--- config.mk ---
export PLATFORM = sky130hd
export DESIGN_NAME = load_store_unit
export DESIGN_NICKNAME = d
export VERILOG_FILES = /design/src/rtl/lsu_pkg.sv /design/src/rtl/lsu_align.sv /design/src/rtl/load_store_unit.sv
export SDC_FILE = /design/constraint.sdc
export NUM_CORES = 1
export LEC_CHECK = 0
export BUFFER_PORTS_ARGS = -buffer_cell sky130_fd_sc_hd__buf_2
export CAP_MARGIN = 20
export CORE_MARGIN = 2
export CORE_UTILIZATION = 36
export DETAILED_ROUTE_END_ITERATION = 8
export GPL_TIMING_DRIVEN = 0
export HOLD_SLACK_MARGIN = 0.05
export PLACE_DENSITY = 0.58
export SETUP_SLACK_MARGIN = 0.1
export SYNTH_ARGS = -nofsm -noshare
export SYNTH_HDL_FRONTEND = slang
export SYNTH_SLANG_ARGS = --single-unit
export TNS_END_PERCENT = 100
--- constraint.sdc ---
create_clock -name clock -period 3.85 [get_ports clock]
set_input_delay 0.5775 -clock clock [delete_from_list [all_inputs] [get_ports clock]]
set_output_delay 0.5775 -clock clock [all_outputs]
set_load 0.03 [all_outputs]
--- src/rtl/lsu_pkg.sv ---
// Shared definitions for the load/store unit: size codes, FSM states,
// the default memory window and the byte-count helper.
package lsu_pkg;

    localparam logic [1:0] SZ_BYTE = 2'd0;
    localparam logic [1:0] SZ_HALF = 2'd1;
    localparam logic [1:0] SZ_RSVD = 2'd2;
    localparam logic [1:0] SZ_WORD = 2'd3;

    // Required value of addr[31:16] for an access to reach data memory.
    localparam logic [15:0] MEM_ADDR_DEFAULT = 16'h1000;

    typedef enum logic [1:0] {
        IDLE,
        W0,
        W1,
        DONE
    } lsu_state_e;

    // Number of bytes moved by a size code; the reserved code never gets
    // past the legality check, so its value here does not matter.
    function automatic logic [2:0] size_bytes(input logic [1:0] size);
        case (size)
            SZ_BYTE: return 3'd1;
            SZ_HALF: return 3'd2;
            default: return 3'd4;
        endcase
    endfunction

endpackage

--- src/rtl/lsu_align.sv ---
// Purely combinational byte lane logic: byte mask generation, store data
// shift and read-modify-write merge, and load shift with sign/zero extension.
module lsu_align
    import lsu_pkg::*;
(
    input  logic [1:0]  req_off,
    input  logic [1:0]  req_size,
    output logic [7:0]  req_mask,
    input  logic [1:0]  off,
    input  logic [1:0]  size,
    input  logic        sgn,
    input  logic [31:0] wdata,
    input  logic [7:0]  mask,
    input  logic        hi_sel,
    input  logic [31:0] old_word,
    output logic [31:0] merged,
    input  logic [31:0] ld_lo,
    input  logic [31:0] ld_hi,
    output logic [31:0] ld_result
);

    // Bytes touched across the two-word window starting at the word address.
    function automatic logic [7:0] gen_mask(input logic [1:0] o, input logic [1:0] s);
        logic [7:0] base;
        base = (8'd1 << size_bytes(s)) - 8'd1;
        return base << o;
    endfunction

    // Shift store data into byte lanes, pick the word being written and
    // keep the old memory bytes wherever the mask is clear.
    function automatic logic [31:0] store_merge(input logic [31:0] wd, input logic [1:0] o,
                                                input logic [7:0] m, input logic hi,
                                                input logic [31:0] old_w);
        logic [63:0] shifted;
        logic [31:0] new_w;
        logic [3:0]  lane_m;
        logic [31:0] w;
        shifted = {32'd0, wd} << {o, 3'b000};
        new_w   = hi ? shifted[63:32] : shifted[31:0];
        lane_m  = hi ? m[7:4] : m[3:0];
        for (int b = 0; b < 4; b++) begin
            w[8*b +: 8] = lane_m[b] ? new_w[8*b +: 8] : old_w[8*b +: 8];
        end
        return w;
    endfunction

    // Right-justify the addressed bytes of {hi, lo} and extend to 32 bits.
    function automatic logic [31:0] load_extend(input logic [31:0] lo, input logic [31:0] hi,
                                                input logic [1:0] o, input logic [1:0] s,
                                                input logic sg);
        logic [63:0] r;
        r = {hi, lo} >> {o, 3'b000};
        case (s)
            SZ_BYTE: return {{24{sg & r[7]}}, r[7:0]};
            SZ_HALF: return {{16{sg & r[15]}}, r[15:0]};
            default: return r[31:0];
        endcase
    endfunction

    assign req_mask  = gen_mask(req_off, req_size);
    assign merged    = store_merge(wdata, off, mask, hi_sel, old_word);
    assign ld_result = load_extend(ld_lo, ld_hi, off, size, sgn);

endmodule

--- src/rtl/load_store_unit.sv ---
// Load/store unit between the CPU datapath and word-organised data memory.
// One request at a time; word-crossing accesses become two word cycles,
// stores are whole-word read-modify-writes, illegal requests fault.
module load_store_unit
    import lsu_pkg::*;
#(
    parameter logic [15:0] MEM_ADDR        = MEM_ADDR_DEFAULT,
    parameter bit          ALLOW_UNALIGNED = 1'b1
) (
    input  logic        clock,
    input  logic        reset,
    input  logic        cpu_valid,
    input  logic        cpu_we,
    input  logic [31:0] cpu_addr,
    input  logic [31:0] cpu_wdata,
    input  logic [1:0]  cpu_size,
    input  logic        cpu_signed,
    output logic        cpu_busy,
    output logic        cpu_done,
    output logic        cpu_fault,
    output logic [31:0] cpu_rdata,
    output logic [31:0] mem_addr,
    input  logic [31:0] mem_rdata,
    output logic [31:0] mem_wdata,
    output logic [1:0]  mem_size,
    output logic        mem_we,
    output logic        mem_re
);

    lsu_state_e  state, state_next;
    logic        we_q, signed_q, fault_q;
    logic [1:0]  size_q, off_q;
    logic [29:0] word_q;
    logic [7:0]  mask_q;
    logic [31:0] wdata_q, lo_q, rdata_q;

    logic [7:0]  req_mask;
    logic [15:0] next_hi;
    logic        req_span, req_legal;
    logic [31:0] merged, ld_result, ld_lo;
    logic        span_q, last_cycle;

    lsu_align u_align (
        .req_off   (cpu_addr[1:0]),
        .req_size  (cpu_size),
        .req_mask  (req_mask),
        .off       (off_q),
        .size      (size_q),
        .sgn       (signed_q),
        .wdata     (wdata_q),
        .mask      (mask_q),
        .hi_sel    (state == W1),
        .old_word  (mem_rdata),
        .merged    (merged),
        .ld_lo     (ld_lo),
        .ld_hi     (mem_rdata),
        .ld_result (ld_result)
    );

    // Legality of the request presented in IDLE. The second word's upper
    // half only changes when bits [15:2] carry out on the +4.
    always_comb begin
        req_span  = |req_mask[7:4];
        next_hi   = cpu_addr[31:16] + {15'd0, &cpu_addr[15:2]};
        req_legal = (cpu_addr[31:16] == MEM_ADDR) && (cpu_size != SZ_RSVD) &&
                    (!req_span || (ALLOW_UNALIGNED && (next_hi == MEM_ADDR)));
    end

    assign span_q     = |mask_q[7:4];
    assign last_cycle = (state == W1) || ((state == W0) && !span_q);
    assign ld_lo      = (state == W1) ? lo_q : mem_rdata;

    // Next-state logic.
    always_comb begin
        state_next = state;
        case (state)
            IDLE:    if (cpu_valid) state_next = req_legal ? W0 : DONE;
            W0:      state_next = span_q ? W1 : DONE;
            W1:      state_next = DONE;
            DONE:    state_next = IDLE;
            default: state_next = IDLE;
        endcase
    end

    // CPU and memory outputs decoded from the current state.
    always_comb begin
        // NOTE: every output gets a default before the case so no path leaves one unassigned and infers a latch.
        cpu_busy  = (state == W0) || (state == W1);
        cpu_done  = (state == DONE);
        cpu_fault = (state == DONE) && fault_q;
        cpu_rdata = rdata_q;
        mem_size  = SZ_WORD;
        mem_re    = cpu_busy && !reset;
        mem_addr  = '0;
        mem_wdata = '0;
        mem_we    = 1'b0;
        case (state)
            W0: begin
                mem_addr  = {word_q, 2'b00};
                mem_wdata = merged;
                mem_we    = we_q && (|mask_q[3:0]) && !reset;
            end
            W1: begin
                mem_addr  = {word_q + 30'd1, 2'b00};
                mem_wdata = merged;
                mem_we    = we_q && (|mask_q[7:4]) && !reset;
            end
            default: ;
        endcase
    end

    // State register, request latch and load capture.
    always_ff @(posedge clock) begin
        if (reset) begin
            // NOTE: the request and capture registers are reset as well, so cpu_rdata starts at zero.
            state    <= IDLE;
            we_q     <= 1'b0;
            signed_q <= 1'b0;
            fault_q  <= 1'b0;
            size_q   <= SZ_BYTE;
            off_q    <= 2'd0;
            word_q   <= '0;
            mask_q   <= '0;
            wdata_q  <= '0;
            lo_q     <= '0;
            rdata_q  <= '0;
        end else begin
            // NOTE: non-blocking assignments so every register samples pre-edge values.
            state <= state_next;
            if (state == IDLE && cpu_valid) begin
                fault_q  <= !req_legal;
                we_q     <= cpu_we;
                signed_q <= cpu_signed;
                size_q   <= cpu_size;
                off_q    <= cpu_addr[1:0];
                word_q   <= cpu_addr[31:2];
                mask_q   <= req_mask;
                wdata_q  <= cpu_wdata;
            end
            if (state == W0) lo_q <= mem_rdata;
            if (last_cycle && !we_q) rdata_q <= ld_result;
        end
    end

endmodule

# [Yosys cells after proc, flatten, opt, wreduce, memory -nomap -nowiden]
# Cells that the tools add are included.
[word_totals] memories=0 inputBits=103 ff_bits=143 ramBits=0 rom_bits=0 latch_bits=0
[classes] n_eq_ne=9 reduce_logical=27 muxes=16 addsub=3 n_div=0 shifts=4 n_mul=0 n_lt_le_gt_ge=0 n_bitwise=2
[ops] operator="$pmux 32 s2" n=2
[ops] operator="$mux 32" n=3
[ops] operator="$shl 32x5->64" n=1
[ops] operator="$shr 64x5->32" n=1
[ops] operator="$eq 16x13->1 const B" n=2
[ops] operator="$mux 8" n=4
[ops] operator="$add 30x1->30 const B" n=1
[ops] operator="$add 16x1->16" n=1
[ops] operator="$reduce_and 14->1" n=1
[ops] operator="$reduce_or 4->1" n=3
[ops] operator="$logic_and 1x1->1" n=11
[ops] operator="$pmux 2 s4" n=1
[ops] operator="$shl 1x3->8 const A" n=1
[ops] operator="$shl 8x2->8" n=1
[ops] operator="$sub 8x1->8 const B" n=1
[ops] operator="$eq 2x1->1 const B" n=3
[ops] operator="$logic_not 2->1" n=3
[ops] operator="$pmux 3 s2" n=1
[ops] operator="$logic_not 1->1" n=5
[ops] operator="$eq 2x2->1 const B" n=2
[ops] operator="$mux 2" n=2
[ops] operator="$mux 4" n=1
[ops] operator="$ne 2x2->1 const B" n=2
[ops] operator="$logic_or 1x1->1" n=3
[ops] operator="4 further kinds" n=5

# [Depth between registers and ports, before layout]
[depth] ltp_word=12 depth_mapped=10 ltp_nobuf=9

# [Hierarchy]
# From an unflattened synthesis, not the netlist that was laid out.
[unflattened] cells_unflattened=1276 area_unflattened_um2=9584.2
[by_module_without_submodules] module="load_store_unit" cells_per_inst=898 area_per_inst_um2=7006.7 instances=1
[by_module_without_submodules] module="lsu_align" cells_per_inst=378 area_per_inst_um2=2577.5 instances=1

# [Least setup slack after synthesis]
# OpenSTA, ideal clock, no wires.
[synth_path] path_kind="register -> output" start="reg state[0]" end="out mem_addr[16]" n_path_buf=3 stages_incl_launch_ff=8 arrival_time_ns=2.514 t_required_ns=3.273 path_slack_ns=0.759 path_cell_list="dfxtp_1 > inv_1 > ha_1 > buf_6 > buf_4 > nand2_1 > clkbuf_1 > o41ai_1"
[synth_between] elab_chain_cells=2 elab_cells_between_ends=3 classes_between="eq/ne (2); mux (1)"
[synth_lines] item="from (decl)" line_no="load_store_unit.sv:30" rtl="lsu_state_e state, state_next;"
[synth_lines] item="from (signal assigned)" line_no="load_store_unit.sv:129" rtl="state <= state_next;"
[synth_lines] item="$eq 2x2->1 or $eq 2x1->1 (tied branches)" line_no="load_store_unit.sv:97" rtl="case (state)"
[synth_lines] item="$pmux 32 s2 *" line_no="load_store_unit.sv:97"
[synth_lines] item="to (decl)" line_no="load_store_unit.sv:22" rtl="output logic [31:0] mem_addr,"
# Mark *: on every way between the ends. The rest lies on a longest branch, timed or not.

# [Worst setup path in the final report]
[layout_path] start="reg off_q[0]" end="out mem_wdata[23]"
[layout_between] elab_chain_cells=4
[layout_lines] item="from (decl)" line_no="load_store_unit.sv:32" rtl="logic [1:0] size_q, off_q;"
[layout_lines] item="from (signal assigned)" line_no="load_store_unit.sv:135" rtl="off_q <= cpu_addr[1:0];"
[layout_lines] item="$shl 32x5->64" line_no="lsu_align.sv:38" rtl="shifted = {32'd0, wd} << {o, 3'b000};"
[layout_lines] item="$mux 32" line_no="lsu_align.sv:39" rtl="new_w = hi ? shifted[63:32] : shifted[31:0];"
[layout_lines] item="$mux 8" line_no="lsu_align.sv:42" rtl="w[8*b +: 8] = lane_m[b] ? new_w[8*b +: 8] : old_w[8*b +: 8];"
[layout_lines] item="$mux 32" line_no="load_store_unit.sv:97"
[layout_lines] item="to (decl)" line_no="load_store_unit.sv:24" rtl="output logic [31:0] mem_wdata,"
# Every way passes these cells.

==> results.md <==
- Post-detailed-route wirelength per cell: 20.00 um
- Total of flip-flops plus latches after synthesis: 143
- Largest stage delay on the critical path: 570 ps
- CP Capture Type: output pin
- Highest achievable clock rate: 0.2661 GHz
- Clock root buffer master: clkbuf_16
- Initial antenna violation count: 3
- Total area of sequential cells: 2863 sq um
- Final hold violation count: 0
- Yosys cell types: 63
- Pre-CTS WS: 428.8 ps
- Height of the die: 161.1 um
- Number of port buffers: 198
- Horizontal extent of the die: 161.1 um
- Endpoint of the worst-slack reg-to-reg timing path: cpu_rdata[2]
- Primary FF master, synth: dfxtp_1
- Max IR drop VDD: 0.3421 mV
- Minimum clock period: 3758 ps
- Worst-case reg-to-reg path depth: 5
- Row count: 57
- H-Tree Depth: 4
- Share of post-route cells with drive strength above 1: 22.42%
- DR iter-0 viols: 987
- HP Start: cpu_wdata[10]
- Startpoint of the worst-slack reg-to-reg timing path: off_q[0]
- Clock Sinks: 143
- FILL cells: 2,599
- Outcome: finished, final reports clean
- Remaining DRCs: 0
- Final slew viol count: 0
- Startpoint kind of the worst setup timing path: flip-flop
- Leakage Power: 4.344 nW
- Global route total overflow: 0
- YS warnings: 0
- Instance count of the mapped netlist: 1,157
- Worst-case clock skew: 9.133 ps
- Clk slew on worst S/H paths: 60 ps
- Required time of the worst setup path: 3270 ps
- Synthesized area: 8887 sq um
- Top-level port count: 206
- Setup violation total in the final timing report: 0
- Count of antenna-violating nets left after detailed routing: 0
- Pwr Density: 818.4 nW/um^2
- Number of buffers created by CTS: 17
- Min-delay worst type: in -> reg
- Final net count: 1,488
- CP max FO: 10
- Multi-input combinational cell area: 5533 sq um
- Proportion of synthesized flip-flops having asynchronous set or reset: 0%
- Clock latency reported for the late side of the worst-skew pair: 430 ps
- Sequential fraction of the synthesis area: 32.21%
- Area growth syn-to-layout: 23.68%
- Die Footprint: 25,960 sq um
- Global router's overall resource usage: 25.70%
- Syn avg cell area: 7.681 sq um
- TritonCTS clock tree: built
- Dominant cell type by count on the critical path: buf_2
- DR vias: 9,610
- Setup repair after global routing missed its margin: false
- Total routed wirelength: 34,280 um
- Via count of the first global-routing pass: 8,813
- Cell type of the slowest stage on the worst timing path: a211oi_1
- WHS Path Cells: 3
- Area of the placeable core: 24,250 sq um
- Buffer levels on the longest clock path: 2
- Final estimated routing congestion in global placement: 0.9220
- TNS Setup: 0 ps
- Total iterations of the first detailed-routing run: 6
- HPWL after detailed placement: 26,870 um
- Starting density of the core: 36.65%
- Wire length of the first global-routing pass: 51,650 um
- Worst slew margin: 41.99%
- Via count normalized by instance count: 5.607
- Maximum number of pins on one net before global-route repair: 17
- Classification of the worst setup path: reg -> out
- Number of flops mapped to enable cells by yosys: 0
- Final critical-path share of the clock period: 97.61%
- Worst Slack Setup Final: 92.15 ps
- Number of max-cap violations: 0
- Register-to-register path setup slack: 1370 ps
- End point of the most critical hold path: wdata_q[10]
- Worst Tran Pin Value: 870.2 ps
- Crit path DAT: 3180 ps
- CP cell instances: buf_2 > nand2_1 > clkbuf_1 > nor2_2 > a22oi_1 > a211oi_1 > buf_2
## cells by family (layout without fill, tap and decap cells)
family	after synthesis	count (layout)	share of synthesized area (%)
AO/OA/AOI/OAI	314	314	23.31
XOR/XNOR	2	2	0.1971
adder cells (fa/ha/maj)	11	11	1.549
buffers and inverters	122	350	5.927
flip-flops	143	143	32.21
multiplexers	106	106	14.19
other	2	7	0.08450
AND/OR/NAND/NOR	457	457	22.53
## metal layers
layer / part of all wire (%) / global-route usage (%) / wire (um) / up-vias
met5: 0 / 0 / 0 / -
li1: - / - / - / 4612
met2: 45 / 40.71 / 15400 / 453
met4: 2.9 / 9.537 / 1001 / 0
met1: 45 / 35.03 / 15330 / 4488
met3: 7.4 / 4.597 / 2549 / 57
## how the worst max path moves through the flow
stage	startpoint	to	slack, ps	depth (start not counted)
final	off_q[0]	mem_wdata[23]	90	7
after global routing	state[0]	mem_wdata[31]	100	8
after CTS	state[0]	mem_addr[8]	100	9
after detailed placement	state[0]	mem_wdata[6]	430	9
after global placement	state[0]	mem_wdata[6]	410	9
after floorplan	state[0]	mem_addr[16]	760	7
## registers in the layout, summed over array words and instances (netlist names)
register / flops
word_q: 30
fault_q: 1
state: 2
size_q: 2
off_q: 2
cpu_rdata: 32
we_q: 1
wdata_q: 32
mask_q: 8
lo_q: 32
signed_q: 1
## metrics by stage
stage                     power (mW)  hold WS, ps  cell area (sq um)  instances  utilization [%]
after global placement         6.983        460.9              10290       1681            42.44
after CTS                      8.925        380.0              10960       1713            45.21
after detailed placement       7.020        460.6              10290       1681            42.44
after floorplan                5.501        446.0               8895       1159                -
after global routing           9.451        390.1              10990       1714            45.33
final                          8.996        380.8              10990       1714            45.33
## area by class of cell
type                            count  share of cell area (%)
Clock inverter                     14                   2.072
Clock buffer                       18                   3.995
Timing Repair Buffer              198                   9.015
Inverter                           21                  0.7171
Sequential cell                   143                   26.04
Tap cell                          324                   3.688
Buffer                             99                   4.064
Antenna cell                        3                 0.06830
Multi-Input combinational cell    894                   50.34
## worst max-delay path, delay by kind of cell (launching register included)
kind,cells,cell delay (ps)
AOI/OAI and AO/OA,2,730
buffers and inverters,3,930
and+or+nand+nor,2,740
DFF,1,360
## power by group
group	internal, mW	switching, mW
Clock	1.18	0.716
Sequential	1.85	0.284
Combinational	1.55	3.41
Total	4.59	4.41
## cells in the mapped netlist, types with 5 or more instances
cell         n  area (sq um)
a211oi_1    23         172.7
a211oi_2     9         112.6
a21oi_1    113         565.5
a221oi_1     9         78.83
a22oi_1      9         67.56
a2bb2oi_1    5         43.79
a311oi_1    13         113.9
a31oi_1      8         50.05
a41oi_1      9         78.83
and2_1       7         43.79
and3_1       8         50.05
buf_1       12         45.04
buf_2       13         65.06
buf_4        6         45.04
clkbuf_1    66         247.7
dfxtp_1    143          2863
ha_1        11         137.6
inv_1       19         71.32
mux2_2      10         112.6
mux2i_1     81         810.8
mux4_2      15         337.8
nand2_1    188         705.7
nand2b_1     6         37.54
nand3_1     18         90.09
nand4_1     12         75.07
nor2_1     157         589.3
nor3_1      26         130.1
nor4_1       6         37.54
o211a_1      7         70.07
o211ai_1    11         82.58
o21ai_0     50         250.2
o221ai_1    10         87.58
o22ai_1     21         131.4
## layout by cell type (no fill, tap or decap), types with 5 or more instances in the layout
cell type | synthesis | layout
buf_2 | 13 | 210
nand2_1 | 188 | 188
nor2_1 | 157 | 155
dfxtp_1 | 143 | 143
a21oi_1 | 113 | 113
mux2i_1 | 81 | 81
clkbuf_1 | 66 | 62
o21ai_0 | 50 | 50
nor3_1 | 26 | 26
a211oi_1 | 23 | 22
o22ai_1 | 21 | 21
inv_1 | 19 | 19
nand3_1 | 18 | 18
clkbuf_16 | 0 | 17
mux4_2 | 15 | 15
nand4_1 | 12 | 12
buf_1 | 12 | 11
o211ai_1 | 11 | 11
a311oi_1 | 13 | 11
ha_1 | 11 | 11
mux2_2 | 10 | 10
o221ai_1 | 10 | 10
a211oi_2 | 9 | 10
a41oi_1 | 9 | 9
a221oi_1 | 9 | 9
a22oi_1 | 9 | 9
a31oi_1 | 8 | 8
and3_1 | 8 | 8
and2_1 | 7 | 7
o211a_1 | 7 | 7
buf_4 | 6 | 6
nand2b_1 | 6 | 6
nor4_1 | 6 | 6
a2bb2oi_1 | 5 | 5
bufinv_16 | 0 | 5
## timing repair
item                                    CTS  global route
hold buffers                              0             0
endpoints found under the setup margin    9            12
resized for setup                         2            10
setup buffers                             0             0
(Power assumes the default switching activity.)
